**config.mk**
```make
export PLATFORM = sky130hd
export DESIGN_NAME = traffic_demand_detector_flat
export DESIGN_NICKNAME = d
export VERILOG_FILES = /design/src/rtl/traffic_demand_detector_if.sv /design/src/rtl/traffic_demand_detector.sv /design/src/flat_wrapper.sv
export SDC_FILE = /design/constraint.sdc
export NUM_CORES = 1
export LEC_CHECK = 0
export CAP_MARGIN = 20
export CORE_MARGIN = 5
export CORE_UTILIZATION = 54
export CTS_CLUSTER_DIAMETER = 50
export DETAILED_ROUTE_END_ITERATION = 16
export HOLD_SLACK_MARGIN = 0.06
export PLACE_DENSITY_LB_ADDON = 0.08
export SYNTH_ARGS = -nofsm -noshare
export SYNTH_HDL_FRONTEND = slang
export SYNTH_SLANG_ARGS = --single-unit
```
**constraint.sdc**
```tcl
create_clock -name clk -period 2.5 [get_ports clk]
set_clock_uncertainty 0.05 [all_clocks]
set_input_delay 0.375 -clock clk [delete_from_list [all_inputs] [get_ports clk]]
set_output_delay 0.375 -clock clk [all_outputs]
set_load 0.05 [all_outputs]
```
**src/rtl/traffic_demand_detector_if.sv**
```systemverilog
// -----------------------------------------------------------------------------
// traffic_demand_detector_if
//   Groups the signals exchanged between the demand detector and its
//   surroundings: raw loop detectors and controller light codes going in,
//   demand flags, queue counts and the conflict fault coming out.
//
//   Signals:
//     loop_ns / loop_ew     raw loop detectors (asynchronous, high = vehicle)
//     light_ns / light_ew   controller light codes: 00 RED, 01 YELLOW,
//                           10 GREEN, 11 invalid
//     sensor_ns / sensor_ew heavy-traffic demand flags to the controller
//     queue_ns / queue_ew   queued-vehicle counts (QUEUE_W bits)
//     fault                 sticky light-conflict flag
//
//   Modports:
//     master  environment side (drives loops and lights)
//     slave   detector side (drives sensors, queues and fault)
// -----------------------------------------------------------------------------
interface traffic_demand_detector_if #(
   parameter int QUEUE_W = 6
);
   logic               loop_ns;
   logic               loop_ew;
   logic [1:0]         light_ns;
   logic [1:0]         light_ew;
   logic               sensor_ns;
   logic               sensor_ew;
   logic [QUEUE_W-1:0] queue_ns;
   logic [QUEUE_W-1:0] queue_ew;
   logic               fault;

   modport master (
      output loop_ns, loop_ew, light_ns, light_ew,
      input  sensor_ns, sensor_ew, queue_ns, queue_ew, fault
   );

   modport slave (
      input  loop_ns, loop_ew, light_ns, light_ew,
      output sensor_ns, sensor_ew, queue_ns, queue_ew, fault
   );
endinterface

```
**src/rtl/traffic_demand_detector.sv**
```systemverilog
// -----------------------------------------------------------------------------
// traffic_demand_detector
//   Produces the sensor_ns/sensor_ew demand inputs of the traffic light
//   controller. Per direction: synchronises and debounces the raw loop
//   detector, counts one arrival per debounced rising edge, discharges one
//   vehicle per DISCHARGE_CYCLES continuous green cycles, and raises a
//   heavy-traffic flag with HEAVY_ON/HEAVY_OFF hysteresis. A monitor latches
//   a sticky fault when both lights are non-RED or either shows code 11.
//
//   Ports:
//     clk    in   system clock, rising edge
//     reset  in   asynchronous active-low reset; clears all state and outputs
//     bus    slave modport of traffic_demand_detector_if (loops and lights in;
//            sensors, queues and fault out)
// -----------------------------------------------------------------------------
module traffic_demand_detector #(
   parameter int DEBOUNCE_CYCLES  = 4,
   parameter int QUEUE_W          = 6,
   parameter int HEAVY_ON         = 8,
   parameter int HEAVY_OFF        = 4,
   parameter int DISCHARGE_CYCLES = 10
) (
   input  logic                          clk,
   input  logic                          reset,
   traffic_demand_detector_if.slave      bus
);

   localparam int DB_W = $clog2(DEBOUNCE_CYCLES + 1);
   localparam int DT_W = $clog2(DISCHARGE_CYCLES + 1);

   localparam logic [DB_W-1:0]    DB_LAST   = DB_W'(DEBOUNCE_CYCLES - 1);
   localparam logic [DT_W-1:0]    DT_LAST   = DT_W'(DISCHARGE_CYCLES - 1);
   localparam logic [QUEUE_W-1:0] Q_MAX     = '1;
   localparam logic [QUEUE_W-1:0] Q_ZERO    = '0;
   localparam logic [QUEUE_W-1:0] TH_ON     = QUEUE_W'(HEAVY_ON);
   localparam logic [QUEUE_W-1:0] TH_OFF    = QUEUE_W'(HEAVY_OFF);

   localparam logic [1:0] LIGHT_RED     = 2'b00;
   localparam logic [1:0] LIGHT_GREEN   = 2'b10;
   localparam logic [1:0] LIGHT_INVALID = 2'b11;

   // -------------------------------------------------------------------------
   // Per-direction pipeline: index 0 = NS, index 1 = EW
   // -------------------------------------------------------------------------
   for (genvar gi = 0; gi < 2; gi++) begin : g_dir
      logic               loop_raw;
      logic [1:0]         light;

      logic               sync1_q, sync2_q;
      logic               deb_q, deb_d;
      logic               deb_dly_q;
      logic [DB_W-1:0]    db_cnt_q, db_cnt_d;
      logic [DT_W-1:0]    dis_tmr_q, dis_tmr_d;
      logic [QUEUE_W-1:0] queue_q, queue_d;
      logic               sensor_q, sensor_d;
      logic               arrival;
      logic               departure;

      assign loop_raw = (gi == 0) ? bus.loop_ns  : bus.loop_ew;
      assign light    = (gi == 0) ? bus.light_ns : bus.light_ew;

      // Only a debounced rising edge counts; vehicles leaving are not events.
      assign arrival = deb_q & ~deb_dly_q;

      always_comb begin
         // Debounce: count consecutive cycles the synchronised input disagrees
         // with the debounced level; any agreement restarts the count.
         deb_d    = deb_q;
         db_cnt_d = db_cnt_q;
         if (sync2_q == deb_q) begin
            db_cnt_d = '0;
         end else if (db_cnt_q == DB_LAST) begin
            deb_d    = ~deb_q;
            db_cnt_d = '0;
         end else begin
            db_cnt_d = db_cnt_q + 1'b1;
         end

         // Discharge: one departure per DISCHARGE_CYCLES unbroken green
         // cycles; any non-green cycle restarts the interval.
         departure = 1'b0;
         dis_tmr_d = dis_tmr_q;
         if (light != LIGHT_GREEN) begin
            dis_tmr_d = '0;
         end else if (dis_tmr_q == DT_LAST) begin
            dis_tmr_d = '0;
            departure = 1'b1;
         end else begin
            dis_tmr_d = dis_tmr_q + 1'b1;
         end

         // Simultaneous arrival and departure cancel; otherwise saturate at
         // both ends (a departure from an empty queue is simply dropped).
         queue_d = queue_q;
         case ({arrival, departure})
            2'b10:   if (queue_q != Q_MAX)  queue_d = queue_q + 1'b1;
            2'b01:   if (queue_q != Q_ZERO) queue_d = queue_q - 1'b1;
            default: queue_d = queue_q;
         endcase

         // Hysteresis on the registered queue, so the flag trails a threshold
         // crossing by one edge.
         sensor_d = sensor_q;
         if (queue_q >= TH_ON) begin
            sensor_d = 1'b1;
         end else if (queue_q <= TH_OFF) begin
            sensor_d = 1'b0;
         end
      end

      always_ff @(posedge clk or negedge reset) begin
         if (!reset) begin
            sync1_q   <= 1'b0;
            sync2_q   <= 1'b0;
            deb_q     <= 1'b0;
            deb_dly_q <= 1'b0;
            db_cnt_q  <= '0;
            dis_tmr_q <= '0;
            queue_q   <= '0;
            sensor_q  <= 1'b0;
         end else begin
            sync1_q   <= loop_raw;
            sync2_q   <= sync1_q;
            deb_q     <= deb_d;
            deb_dly_q <= deb_q;
            db_cnt_q  <= db_cnt_d;
            dis_tmr_q <= dis_tmr_d;
            queue_q   <= queue_d;
            sensor_q  <= sensor_d;
         end
      end
   end

   // -------------------------------------------------------------------------
   // Light conflict monitor
   // -------------------------------------------------------------------------
   logic fault_q, fault_d;
   logic conflict;

   assign conflict = ((bus.light_ns != LIGHT_RED) && (bus.light_ew != LIGHT_RED))
                   || (bus.light_ns == LIGHT_INVALID)
                   || (bus.light_ew == LIGHT_INVALID);

   always_comb begin
      fault_d = fault_q | conflict;
   end

   always_ff @(posedge clk or negedge reset) begin
      if (!reset) begin
         fault_q <= 1'b0;
      end else begin
         fault_q <= fault_d;
      end
   end

   // -------------------------------------------------------------------------
   // Outputs
   // -------------------------------------------------------------------------
   assign bus.queue_ns  = g_dir[0].queue_q;
   assign bus.queue_ew  = g_dir[1].queue_q;
   assign bus.sensor_ns = g_dir[0].sensor_q;
   assign bus.sensor_ew = g_dir[1].sensor_q;
   assign bus.fault     = fault_q;

endmodule
```
**src/flat_wrapper.sv**
```systemverilog
// flat-port wrapper written by rule: the top's interface ports become plain ports
module traffic_demand_detector_flat 
#(
   parameter int DEBOUNCE_CYCLES  = 4,
   parameter int QUEUE_W          = 6,
   parameter int HEAVY_ON         = 8,
   parameter int HEAVY_OFF        = 4,
   parameter int DISCHARGE_CYCLES = 10
)
  (clk, reset, bus_loop_ns, bus_loop_ew, bus_light_ns, bus_light_ew, bus_sensor_ns, bus_sensor_ew, bus_queue_ns, bus_queue_ew, bus_fault);
  traffic_demand_detector_if #(.QUEUE_W(QUEUE_W)) bus_i ();
  input  logic clk;
  input  logic reset;
  input wire logic [$bits(bus_i.loop_ns)-1:0] bus_loop_ns;
  input wire logic [$bits(bus_i.loop_ew)-1:0] bus_loop_ew;
  input wire logic [$bits(bus_i.light_ns)-1:0] bus_light_ns;
  input wire logic [$bits(bus_i.light_ew)-1:0] bus_light_ew;
  output wire logic [$bits(bus_i.sensor_ns)-1:0] bus_sensor_ns;
  output wire logic [$bits(bus_i.sensor_ew)-1:0] bus_sensor_ew;
  output wire logic [$bits(bus_i.queue_ns)-1:0] bus_queue_ns;
  output wire logic [$bits(bus_i.queue_ew)-1:0] bus_queue_ew;
  output wire logic [$bits(bus_i.fault)-1:0] bus_fault;
  assign bus_i.loop_ns = bus_loop_ns;
  assign bus_i.loop_ew = bus_loop_ew;
  assign bus_i.light_ns = bus_light_ns;
  assign bus_i.light_ew = bus_light_ew;
  assign bus_sensor_ns = bus_i.sensor_ns;
  assign bus_sensor_ew = bus_i.sensor_ew;
  assign bus_queue_ns = bus_i.queue_ns;
  assign bus_queue_ew = bus_i.queue_ew;
  assign bus_fault = bus_i.fault;
  traffic_demand_detector #(.DEBOUNCE_CYCLES(DEBOUNCE_CYCLES), .QUEUE_W(QUEUE_W), .HEAVY_ON(HEAVY_ON), .HEAVY_OFF(HEAVY_OFF), .DISCHARGE_CYCLES(DISCHARGE_CYCLES)) u_core (.clk(clk), .reset(reset), .bus(bus_i));
endmodule
```
* Yosys cells after proc, flatten, opt, wreduce, memory -nomap -nowiden
Cells that the tools add are included.
Word-level totals: register bits 37, bits of input ports 8, output and inout port bits 15, logic and storage cells 95
Cells by class: add/subtract/negate cells 8, magnitude comparators 4, equal/unequal tests 20, muxes and demuxes 22, bitwise operators 9, reduce and logical (&&, ||, !) cells 15
Operator list (number):
- $mux W6 | 4
- $pmux W6 S2 | 2
- $mux W4 | 4
- $add A6 B1 Y6 const B | 2
- $ge A6 B4 Y1 const B | 2
- $le A6 B3 Y1 const B | 2
- $mux W3 | 4
- $ne A6 B6 Y1 const B | 2
- $reduce_bool A2 Y1 | 6
- $reduce_bool A6 Y1 | 2
- $sub A6 B1 Y6 const B | 2
- $add A4 B1 Y4 const B | 2
- $eq A2 B2 Y1 const B | 4
- $eq A4 B4 Y1 const B | 2
- $mux W1 | 8
- $ne A2 B1 Y1 const B | 4
- $add A3 B1 Y3 const B | 2
- $eq A3 B2 Y1 const B | 2
- $not A1 Y1 | 6
- $reduce_and A3 Y1 | 2
- $eq A2 B1 Y1 const B | 2
- $ne A2 B2 Y1 const B | 2
- $reduce_and A2 Y1 | 2
- $and A1 B1 Y1 | 2
- other kinds (4) | 6

* Logic depth before layout (Yosys ltp)
depth after elaboration 6, gate-level depth with buffers 11, mapped depth without buffers 11

* Worst setup path after synthesis
OpenSTA, ideal clock, no wires.
path type reg-to-reg, start register u_core.g_dir[1].queue_q[1], in the netlist u_core.bus.queue_ew[1], end register u_core.g_dir[1].queue_q[1], in the netlist u_core.bus.queue_ew[1], setup time 128 ps, arrival 1923 ps, required time 2322 ps, slack 399 ps, cell stages (with the launch flop) 6, buffers on the path 1, period minus slack after synthesis 2101 ps, path through dfrtp_1 -> buf_2 -> nand3_2 -> or3_4 -> a31oi_4 -> mux2_1
On the way: word-level cells in the longest chain between the ends 3, elaborated cells on any way between the ends 10, classes of those cells add/sub: 2; eq/ne: 3; mux: 3; reduce/logical: 2
Ends and longest elaborated chain:
- start: declaration | line traffic_demand_detector.sv:54 | logic [QUEUE_W-1:0] queue_q, queue_d;
- start signal: assignment | line traffic_demand_detector.sv:128 | queue_q <= queue_d;
- $sub A6 B1 Y6 (tied with other cells) | line traffic_demand_detector.sv:97 | 2'b01: if (queue_q != Q_ZERO) queue_d = queue_q - 1'b1;
- $mux W6 (tied with other cells) | line traffic_demand_detector.sv:97
- $pmux W6 S2 or $reduce_and A3 Y1 (tied branches)
Several ways; a longest one is shown, not always the timed one. The select of a mux whose other input is x is not followed. A chain may end at the register's enable or synchronous reset.

* Final worst setup path
start register u_core.g_dir[0].queue_q[3], in the netlist u_core.bus.queue_ns[3], end output port bus_queue_ns[3]
RTL lines:
- start: declaration | line traffic_demand_detector.sv:54
- start signal: assignment | line traffic_demand_detector.sv:128
- end: declaration | line flat_wrapper.sv:20 | output wire logic [$bits(bus_i.queue_ns)-1:0] bus_queue_ns;
No word-level cell between the ends.

==> impl_metrics.ini <==
[run_status]
outcome = complete, no violations

[clocking]
cts_resized = 0
clock_latency_ns = 0.35
holdBufCountCts = 0
root_buffer = clkbuf_4
htreeDepth = 2
cts_tree = yes
tritoncts.num_buffers = 5
clk_pin_slew_ns = 0.12
cts_sinks = 37
cts_buffer_depth = 2
cts_setup_buffers = 0

[grt]
grt_pass1_vias = 1267
grt_pass1_wl_mm = 5.60
grt_max_degree = 38
grt_usage_pct = 16.5
grt_overflow = 0
grt_antenna_before_repair = 0

[place]
place_congestion = 0.840
placed_cell_area_um2 = 2110
hpwl_mm = 2.35
io_buffers = 22
dp.cells = 224

[sta]
rsz0062_at_grt = false
holdWs_ns = 0.319
setup_violations = 0
worst_pin_slew_ns = 0.708
min_period_ns = 2.18
setup_tns_ns = 0
finalHoldViolations = 0
maxSlewHeadroom_pct = 52.4
max_freq_mhz = 458
finalCritPeriodShare_pct = 87.3
final_max_slew_viol_count = 0

[synthesis]
synth_edf_count = 0
synthFlopType = dfrtp_1
seq_area_frac_synth_pct = 50.6
yosys.cell_types.count = 42
ys_warn_count = 0
syn_nets = 173
synth-seq-cells = 37
syn_inst = 157
syn_area_per_cell_um2 = 11.7
netlist_area_um2 = 1830
async_reset_ff_share_pct = 100

[routing]
drcViolationCount = 0
initialDrtViolationCount = 74
antenna_left = 0
wl_mm = 3.20
vias = 1238
wl_per_cell_um = 13.8
viasPerCell = 5.34
drt_pass1_iterations = 4

[final_layout]
final.fill_count = 265
drive_above_1_share_pct = 14.5
final_cells = 232
regArea_um2 = 926
area_delta_synth_final_pct = 20.1
final_common_cell = dfrtp_1
design_area_um2 = 2200
multiInputGateArea_um2 = 877
layout_common_cells = dfrtp_1 (37), clkdlybuf4s50_1 (22), nor2_1 (14)
nets = 201
diodes = 0

[power]
p_leak_uw = 0.000930
powerDensity_nw_per_um2 = 1170
ir_worst_vdd_uv = 643

[die]
dieHeight_um = 68.2
dieWidth_um = 68.2
io_pins = 23
rows = 21
core_area_um2 = 3310
die-area_um2 = 4650
initial_core_util_pct = 55.3

[worst_hold_path]
hold_class = reg -> reg

[setup_path]
cp_slowest_cell = clkdlybuf4s50_1
cp-end-kind = primary output
reg2reg_slack_ns = 0.43
path_buf_inv = 1
startpoint_type = flip-flop
crit_path_cell_trace = clkdlybuf4s50_1
path_class = reg -> out
cp_top_family = buffers and inverters
crit_fanout = 8
critPathMaxStageDelay_ns = 0.87
worstPathRequired_ns = 2.08
arrival_ns = 1.76

[job]
maxCapViolations = 0
[cell usage after synthesis (2+ instances only)]
cell type  count  area (um^2)
dfrtp_1       37          926
nor3_1         6         30.0
nor3_2         2         20.0
nand3_1        6         30.0
a31oi_1        2         12.5
a21oi_1        3         15.0
clkbuf_1       3         11.3
nor4_1         2         12.5
o211ai_1       2         15.0
nand2b_1       4         25.0
nand2_1       10         37.5
and2_1         2         12.5
inv_1          3         11.3
and2b_1        2         15.0
ha_1           8          100
mux2_1         2         22.5
nor2b_1        4         25.0
mux2_2         3         33.8
o21ai_1        2         10.0
xor2_1         7         61.3
nor2_1        14         52.6
nor3b_1        3         22.5
mux2i_1        2         20.0
xnor2_1       10         87.6
[report_power, final]
group | switching, uW | internal (uW) | total (uW) | leakage (uW)
clock network | 207 | 212 | 419 | 0.0000414
logic | 695 | 458 | 1150 | 0.000431
registers | 243 | 768 | 1010 | 0.000458
[kinds of logic (layout without fill, tap and decap cells)]
| logic type | after synthesis | in the layout | share of synthesized area [%] |
|---|---|---|---|
| simple gates | 64 | 64 | 20.8 |
| flops | 37 | 37 | 50.6 |
| xor+xnor | 17 | 17 | 8.13 |
| compound gates | 16 | 16 | 8.75 |
| fa+ha+maj | 9 | 9 | 6.02 |
| mux | 7 | 7 | 4.17 |
| buf+inv | 7 | 36 | 1.50 |
[per-layer routing]
layer	track usage (%)	share of wire, %	vias up
li1	-	-	599
met1	17.8	41	611
met2	29.2	53	22
met3	5.25	4.4	6
met4	7.20	1.7	0
met5	0	0	-
[state kept, by name (all words and copies together), names as in the netlist, 2 cells and up]
signal                  flops
u_core.bus.queue_ew         6
u_core.g_dir.db_cnt_q       6
u_core.g_dir.dis_tmr_q      8
u_core.g_dir.sync1_q        2
u_core.g_dir.deb_q          2
u_core.bus.queue_ns         6
u_core.g_dir.sync2_q        2
u_core.g_dir.deb_dly_q      2
[final cells by class]
cell class              instances  share of cell area, %
clock buffers                   5                   1.71
clock inverters                 3                   2.11
inverters                       3                  0.512
multi-input cells             113                   39.9
flip-flops and latches         37                   42.1
well taps                      46                   2.62
repair buffers                 25                   11.0
[worst paths after layout]
check	from	end	cells past startpoint
worst max-delay path	u_core.bus.queue_ns[3]	bus_queue_ns[3]	1
worst min-delay path	u_core.g_dir[1].sync1_q	u_core.g_dir[1].sync2_q	0
worst max register to register	u_core.g_dir[1].dis_tmr_q[1]	u_core.bus.queue_ew[4]	10
worst min register to register	u_core.g_dir[1].sync1_q	u_core.g_dir[1].sync2_q	0
max in group asynchronous	reset	u_core.g_dir[0].dis_tmr_q[3]	2
min in group asynchronous	reset	u_core.bus.queue_ns[3]	2
[through the flow]
stage	power, uW	setup WS [ns]	util [%]
2_1_floorplan	1830	0.399	-
3_3_place_gp	2150	0.219	63.9
3_5_place_dp	2180	0.133	63.9
4_1_cts	2610	0.297	66.4
5_1_grt	2750	0.240	66.4
6_report	2580	0.317	66.4
No activity file was read; power rests on OpenSTA's default activity.
